### config.mk
export PLATFORM = sky130hd
export DESIGN_NAME = scs8hd_dlrtn_bank
export DESIGN_NICKNAME = d
export VERILOG_FILES = /design/src/rtl/scs8hd_dlrtn_bank_pkg.sv /design/src/rtl/scs8hd_dlrtn_chan.sv /design/src/rtl/scs8hd_dlrtn_bank.sv
export SDC_FILE = /design/constraint.sdc
export NUM_CORES = 1
export LEC_CHECK = 0
export CAP_MARGIN = 20
export CORE_MARGIN = 5
export CORE_UTILIZATION = 58
export CTS_BUF_LIST = sky130_fd_sc_hd__clkbuf_4 sky130_fd_sc_hd__clkbuf_8
export DETAILED_ROUTE_END_ITERATION = 10
export PLACE_DENSITY = 0.91
export SYNTH_ARGS = -nofsm -noshare
export SYNTH_HDL_FRONTEND = slang
export SYNTH_SLANG_ARGS = --single-unit
### constraint.sdc
create_clock -name CLK -period 5 [get_ports CLK]
set_input_delay 1 -clock CLK [delete_from_list [all_inputs] [get_ports CLK]]
set_output_delay 1 -clock CLK [all_outputs]
set_load 0.02 [all_outputs]
### src/rtl/scs8hd_dlrtn_bank_pkg.sv
// Shared types and sizing helpers for the clocked latch bank and its channels.
package scs8hd_dlrtn_bank_pkg;

  typedef enum logic [1:0] {
    ST_IDLE  = 2'd0,
    ST_OPEN  = 2'd1,
    ST_BLOCK = 2'd2
  } chan_state_e;

  // The counter must be able to hold MIN_GATE_CYC itself, since it saturates there.
  function automatic int cnt_width(input int min_gate_cyc);
    return (min_gate_cyc < 1) ? 1 : $clog2(min_gate_cyc + 1);
  endfunction

endpackage

### src/rtl/scs8hd_dlrtn_chan.sv
// One latch channel: gate-window FSM, saturating width counter, pending/stored
// registers and the transparent/committed output select.
module scs8hd_dlrtn_chan
  import scs8hd_dlrtn_bank_pkg::*;
#(
  parameter int WIDTH        = 8,
  parameter int MIN_GATE_CYC = 2,
  parameter int TRANSPARENT  = 1
) (
  input  logic             clk,
  input  logic             resetb,
  input  logic [WIDTH-1:0] d,
  input  logic             gaten,
  input  logic             clrb,
  input  logic             viol_clr,
  output logic [WIDTH-1:0] q,
  output logic             viol
);

  localparam int             CNT_W   = cnt_width(MIN_GATE_CYC);
  localparam logic [CNT_W-1:0] CNT_MAX = CNT_W'(MIN_GATE_CYC);

  chan_state_e      state_reg, state_next;
  logic [WIDTH-1:0] stored_reg, stored_next;
  logic [WIDTH-1:0] pending_reg, pending_next;
  logic [CNT_W-1:0] cnt_reg, cnt_next;
  logic             viol_reg, viol_next;
  logic             viol_set;
  logic [CNT_W-1:0] cnt_sat;

  assign cnt_sat = (cnt_reg >= CNT_MAX) ? CNT_MAX : cnt_reg + CNT_W'(1);

  always_ff @(posedge clk) begin
    if (!resetb) begin
      state_reg   <= ST_IDLE;
      stored_reg  <= '0;
      pending_reg <= '0;
      cnt_reg     <= '0;
      viol_reg    <= 1'b0;
    end else begin
      state_reg   <= state_next;
      stored_reg  <= stored_next;
      pending_reg <= pending_next;
      cnt_reg     <= cnt_next;
      viol_reg    <= viol_next;
    end
  end

  always_comb begin
    state_next   = state_reg;
    stored_next  = stored_reg;
    pending_next = pending_reg;
    cnt_next     = cnt_reg;
    viol_set     = 1'b0;
    if (!clrb) begin
      // A clear while the gate is open parks the channel until the gate closes once.
      stored_next  = '0;
      pending_next = '0;
      cnt_next     = '0;
      state_next   = gaten ? ST_IDLE : ST_BLOCK;
    end else begin
      case (state_reg)
        ST_IDLE: begin
          if (!gaten) begin
            pending_next = d;
            cnt_next     = CNT_W'(1);
            state_next   = ST_OPEN;
          end
        end
        ST_OPEN: begin
          if (!gaten) begin
            pending_next = d;
            cnt_next     = cnt_sat;
          end else begin
            if (cnt_reg >= CNT_MAX) stored_next = pending_reg;
            else                    viol_set    = 1'b1;
            cnt_next   = '0;
            state_next = ST_IDLE;
          end
        end
        ST_BLOCK: begin
          if (gaten) state_next = ST_IDLE;
        end
        default: state_next = ST_IDLE;
      endcase
    end
    viol_next = viol_set ? 1'b1 : (viol_clr ? 1'b0 : viol_reg);
  end

  always_comb begin
    q = stored_reg;
    if (!resetb || !clrb)
      q = '0;
    else if (TRANSPARENT != 0 &&
             (state_reg == ST_OPEN || (state_reg == ST_IDLE && !gaten)))
      q = d;
  end

  assign viol = viol_reg;

endmodule

### src/rtl/scs8hd_dlrtn_bank.sv
// Bank of NCH independent clocked gate-latch channels; slices the buses and
// fans out the shared reset and violation clear.
module scs8hd_dlrtn_bank
  import scs8hd_dlrtn_bank_pkg::*;
#(
  parameter int WIDTH        = 8,
  parameter int NCH          = 4,
  parameter int MIN_GATE_CYC = 2,
  parameter int TRANSPARENT  = 1
) (
  input  logic                 CLK,
  input  logic                 RESETB,
  input  logic [NCH*WIDTH-1:0] D,
  input  logic [NCH-1:0]       GATEN,
  input  logic [NCH-1:0]       CLRB,
  input  logic                 VIOL_CLR,
  output logic [NCH*WIDTH-1:0] Q,
  output logic [NCH-1:0]       VIOL
);

  for (genvar gi = 0; gi < NCH; gi++) begin : g_chan
    scs8hd_dlrtn_chan #(
      .WIDTH       (WIDTH),
      .MIN_GATE_CYC(MIN_GATE_CYC),
      .TRANSPARENT (TRANSPARENT)
    ) u_chan (
      .clk     (CLK),
      .resetb  (RESETB),
      .d       (D[gi*WIDTH +: WIDTH]),
      .gaten   (GATEN[gi]),
      .clrb    (CLRB[gi]),
      .viol_clr(VIOL_CLR),
      .q       (Q[gi*WIDTH +: WIDTH]),
      .viol    (VIOL[gi])
    );
  end

endmodule

==> impl_metrics.ini <==
[placement]
dp_hpwl_um = 6510
portBuffers = 78
globalplace.congestion = 0.814

[logic_synthesis]
ys_async_sr_fraction = 0
syn_inst = 490
synth.net_count = 541
synth_top_family_by_area = compound AO/OA/AOI/OAI gates
synthDistinctLibCells = 36
yosysWarnings = 0
yosys-top-cells-area = dfxtp_1 42%, a21oi_1 9.5%, mux2i_1 8.0%, o21ai_0 7.6%, nand2_1 4.9%
synth_edf_count = 0
synthSimpleGateAreaFrac = 0.190
yosys.area.top_type_share = 0.419
yosys.area_share.xor_xnor = 0
synth_mux_area_frac = 0.0799
synth-seq-area-share = 0.419
yosysTopAreaCell = dfxtp_1
ys_top_cells_by_count = 84 x dfxtp_1, 76 x a21oi_1, 61 x o21ai_0, 52 x nand2_1, 36 x nor2_1
synth_area_um2 = 4010
synth_seq_cells = 84
ys.flop_type = dfxtp_1
yosysMostFrequentCell = dfxtp_1
synth_compound_area_frac = 0.224
avgSynthCellArea_um2 = 8.19
synthAdderAreaFrac = 0.0250

[floorplan]
start_util = 0.594
die_h_um = 93.2
io-pin-count = 79
fp.dieW_um = 93.2
rows = 30
dieArea_um2 = 8680
coreArea_um2 = 6760

[final_layout]
multi_input_area_um2 = 2080
synthToLayoutAreaGrowth_pct = 23.9
n_antenna_cell = 0
regArea_um2 = 1680
fin_nets = 603
fillers = 505
drive_gt1_frac = 0.0718

[setup_path]
ff2ff_setup_slack_ns = 3.15
reg2reg_to = g_chan[3].u_chan.cnt_reg[1]
crit_required_ns = 4.00
startpoint_type = input pin
path_class = input pin to primary output
r2r_start = g_chan[3].u_chan.state_reg[1]
crit_arrival_ns = 3.21
endpoint_kind = primary output
startpoint = RESETB
crit_path_max_fanout = 18
reg2reg_depth = 5

[min_path]
hold-path-endpoint = g_chan[1].u_chan.pending_reg[2]
hold_path.class = register to register
hold_start = g_chan[1].u_chan.pending_reg[2]
min_path_cells = 2

[sta]
fin_crit_sh = 0.842
fin_crit_ns = 4.21
slew_viol_final = 0
setup_viol = 0
fmax_ghz = 0.237
worst_pin_slew_ns = 0.654
finClkSkew_ns = 0.0100
rsz0062_at_grt = no
tns_ns = 0
finalHoldViolCount = 0
relSlewSlack = 0.563

[global_route]
grt_pass1_vias = 3548
grt_overflow_total = 0
grt_antenna_before_repair = 0
grt_pass1_wl_um = 15500
groute.usage.overall = 0.217
grt_max_degree = 27

[clocking]
post_cts_resized = 0
cts_max_level = 3
post-cts-setup-buffers = 0
path_clk_slew_ns = 0.08
cts-root-buf = clkbuf_8
cts_tree = built
clk_path_buf_depth = 2
cts_made_buffers = 9
clk_latency_ns = 0.35
hold_buffers = 0
cts_sinks = 84

[drt]
drtIter0Drc = 125
drc = 0
drt_wl_total_um = 9420
num_vias = 3745
postRouteAntennaNets = 0
wire_per_inst_um = 14.8
viasPerCell = 5.88
drt-pass1-iter-count = 6

[pwr]
p_leak_nw = 1.88
powerDensity_nw_per_um2 = 287
total_power_mw = 1.43
peakVddDrop_uv = 212

[status]
outcome = completed

[run]
cap_violations = 0
power by group:
part | internal [mW] | total [mW] | leakage, nW | switching [mW]
clock network | 0.306 | 0.540 | 0.113 | 0.234
logic | 0.0824 | 0.195 | 1.08 | 0.112
registers | 0.683 | 0.693 | 0.681 | 0.0106
cell usage in the layout (no fill, tap or decap), types with 4 or more instances in the layout:
master,instances
buf_4,7
nand3_1,32
nand3_2,4
inv_1,10
o32ai_1,4
nor2b_1,6
nand4b_1,4
ha_1,8
mux2i_1,32
clkbuf_8,10
nand2_1,52
a21oi_1,76
clkdlybuf4s50_1,78
nor2_1,36
dfxtp_1,84
nand2b_1,11
a31oi_1,4
o21ai_0,61
layer usage:
layer | vias up | track usage | wire, µm | share of wire
met5 | - | 0 | 0 | 0
met4 | 0 | 0.0940 | 164 | 0.017
met3 | 17 | 0.0370 | 508 | 0.054
met2 | 124 | 0.372 | 4680 | 0.50
met1 | 1761 | 0.268 | 4060 | 0.43
li1 | 1843 | - | - | -
cells by family (layout without fill, tap and decap cells):
kind of cell             count (synthesis)  in the layout
adder cells (fa/ha/maj)                  8              8
AND/OR/NAND/NOR                        158            158
AO/OA/AOI/OAI                          161            161
buffers and inverters                   47            114
multiplexers                            32             32
flip-flops                              84             84
cell type report:
cell class                      count  share of cell area
Sequential cell                    84               0.338
Clock inverter                      4              0.0146
Timing Repair Buffer               85               0.168
Tap cell                           80              0.0201
Clock buffer                       12              0.0307
Inverter                           13             0.00982
Multi-Input combinational cell    359               0.419
critical path, stage by stage:
cell and delay, ns:
clkdlybuf4s50_1 0.76, nand2_1 0.48, a21oi_1 0.31, clkdlybuf4s50_1 0.64
metrics by stage:
| stage | cells | util | setup WS, ns | hold slack, ns | cell area (µm²) |
|---|---|---|---|---|---|
| 6_report | 637 | 0.736 | 0.789 | 0.457 | 4970 |
| 5_1_grt | 637 | 0.736 | 0.648 | 0.484 | 4970 |
| 4_1_cts | 637 | 0.736 | 0.795 | 0.460 | 4970 |
| 3_5_place_dp | 621 | 0.702 | 0.800 | 0.449 | 4740 |
| 3_3_place_gp | 621 | 0.702 | 0.867 | 0.443 | 4740 |
| 2_1_floorplan | 490 | - | 2.10 | 0.436 | 4010 |
how the worst max path moves through the flow:
stage	cells after the start	to
final	4	Q[14]
after global routing	4	Q[10]
after CTS	4	Q[16]
after detailed placement	4	Q[16]
after global placement	4	Q[16]
after floorplan	4	Q[24]
(Power assumes the default switching activity.)
==> RTL change (config.mk and constraints unchanged) <==
`TRANSPARENT` is set to 1 in 2 places; all go to 0.
--- a/src/rtl/scs8hd_dlrtn_chan.sv
+++ b/src/rtl/scs8hd_dlrtn_chan.sv
@@ -6,5 +6,5 @@
   parameter int WIDTH        = 8,
   parameter int MIN_GATE_CYC = 2,
-  parameter int TRANSPARENT  = 1
+  parameter int TRANSPARENT  = 0
 ) (
   input  logic             clk,
--- a/src/rtl/scs8hd_dlrtn_bank.sv
+++ b/src/rtl/scs8hd_dlrtn_bank.sv
@@ -7,5 +7,5 @@
   parameter int NCH          = 4,
   parameter int MIN_GATE_CYC = 2,
-  parameter int TRANSPARENT  = 1
+  parameter int TRANSPARENT  = 0
 ) (
   input  logic                 CLK,
Formal check against the unedited RTL: not equivalent (a bounded check fails within 4 cycles, from zero or initial values and one cycle with RESETB low).
==> RTL change against the unedited design <==
Power is 3.3% higher; clock skew is 0.0029 ns lower; critical endpoint is now Q[22]; non-clock buffer count is 6 lower; routed wire length is 11% lower; sequential cell count stayed put; final area is 4.1% lower; area after synthesis is 5.4% lower; setup slack better by 0.48 ns.
==> RTL change: results (changes against the unedited design) <==
| Metric | Value |
|---|---|
| CTS H-tree depth | `3 (unchanged)` |
| HP Start | `g_chan[2].u_chan.viol$_SDFFE_PN0P_` |
| Nets | `544 (-9.8%)` |
| Global-route wire length before repair | `13,780 um (-11%)` |
| CP max FO | `46 (+28)` |
| Hold WC Path Type | `reg -> reg` |
| Vias in the first global route | `2,991 (-16%)` |
| Final hold slack | `0.4476 ns (-0.009728 ns)` |
| Layout cells sized above 1 | `0.06073 (-0.01108)` |
| HPWL after DPL | `5473 um (-16%)` |
| Top post-synthesis cells by area | `dfxtp_1, mux2i_1, nand2_1` |
| FF-to-FF End | `g_chan[3].u_chan.pending_reg[6]$_SDFFE_PN0P_` |
| Mapped Avg Cell Area | `8.864 um2 (+8.3%)` |
| Drt first pass iters | `4 (-2)` |
| DRT met1 WL | `3625 um (-11%)` |
| Gpl congestion | `0.7890 (-3.0%)` |
| IR Drop Worst-Case VDD | `0.0001876 V (-11%)` |
| Metal3 WL | `441 um (-13%)` |
| R2R setup slack | `3.45 ns (+0.30 ns)` |
| Arrival @ worst endpoint | `2.73 ns (-0.48 ns)` |
| Dpl cells | `555 (-11%)` |
| P_leak | `2.040 nW (+8.7%)` |
| Sequential fraction of the synthesis area | `0.4433 (+0.02406)` |
| Hold worst-path end | `g_chan[2].u_chan.viol$_SDFFE_PN0P_` |
| Final wirelength | `8370 um (-11%)` |
| Post-synth cell types | `34 (-5.6%)` |
| Vias per Instance | `5.531 (-5.9%)` |
| Largest net degree at the start of global routing | `47 (+74%)` |
| Post-Syn Nets | `483 (-11%)` |
| Dpl ws | `1.317 ns (+0.5167 ns)` |
| Met2 Wirelength | `4174 um (-11%)` |
| Commonest cells in the netlist | `dfxtp_1, nand2_1, a21oi_1` |
| Total track usage | `0.2015 (-0.01553)` |
| Clk_skew | `0.007130 ns (-0.002894 ns)` |
| Initial DRC count | `127 (+1.6%)` |
| Status | `finished clean` |
| WL per Instance | `14.66 um (-0.84%)` |
| R2r startpoint | `g_chan[3].u_chan.state_reg[1]$_SDFFE_PN0P_` |
| Max transition margin | `0.6752 (+0.1120)` |
## RTL change: worst max-delay path by stage
| stage | startpoint | end | slack [ns] |
|---|---|---|---|
| finish | RESETB | Q[22] | 1.27 |
| global route | RESETB | Q[7] | 1.23 |
| CTS | RESETB | Q[19] | 1.29 |
| detailed placement | RESETB | Q[26] | 1.32 |
| global placement | RESETB | Q[8] | 1.33 |
| floorplan | RESETB | Q[0] | 2.37 |
## RTL change: metal layers
layer | global-route usage | vias up
met5 | 0 | -
met1 | 0.2492 | 1475
met4 | 0.07335 | 0
met3 | 0.05250 | 13
li1 | - | 1576
met2 | 0.3366 | 94
## RTL change: power by group
| group | switching [mW] | total, mW | internal [mW] |
|---|---|---|---|
| Combinational | 0.0799 | 0.144 | 0.0637 |
| Clock | 0.233 | 0.640 | 0.408 |
| Sequential | 0.00834 | 0.691 | 0.683 |
## RTL change: logic make-up after synthesis
family,Yosys count,share of synthesized area
adder cells (fa/ha/maj),12,0.03958
multiplexers,35,0.09235
buffers and inverters,38,0.05772
AND/OR/NAND/NOR,183,0.2404
AO/OA/AOI/OAI,76,0.1266
flip-flops,84,0.4433
## RTL change: final cells by class
type | instances | area [um2] | share of cell area
multi-input cells | 306 | 1893 | 0.3972
flip-flops and latches | 84 | 1682 | 0.3528
repair buffers | 79 | 788.3 | 0.1654
clock buffers | 12 | 152.6 | 0.03203
clock inverters | 4 | 120.1 | 0.02520
well taps | 77 | 96.34 | 0.02022
inverters | 9 | 33.78 | 0.007088
## RTL change: critical path, cell delays in order
cell and delay, ns:
clkdlybuf4s50_1 0.45, buf_4 0.39, and3_1 0.25, clkdlybuf4s50_1 0.62
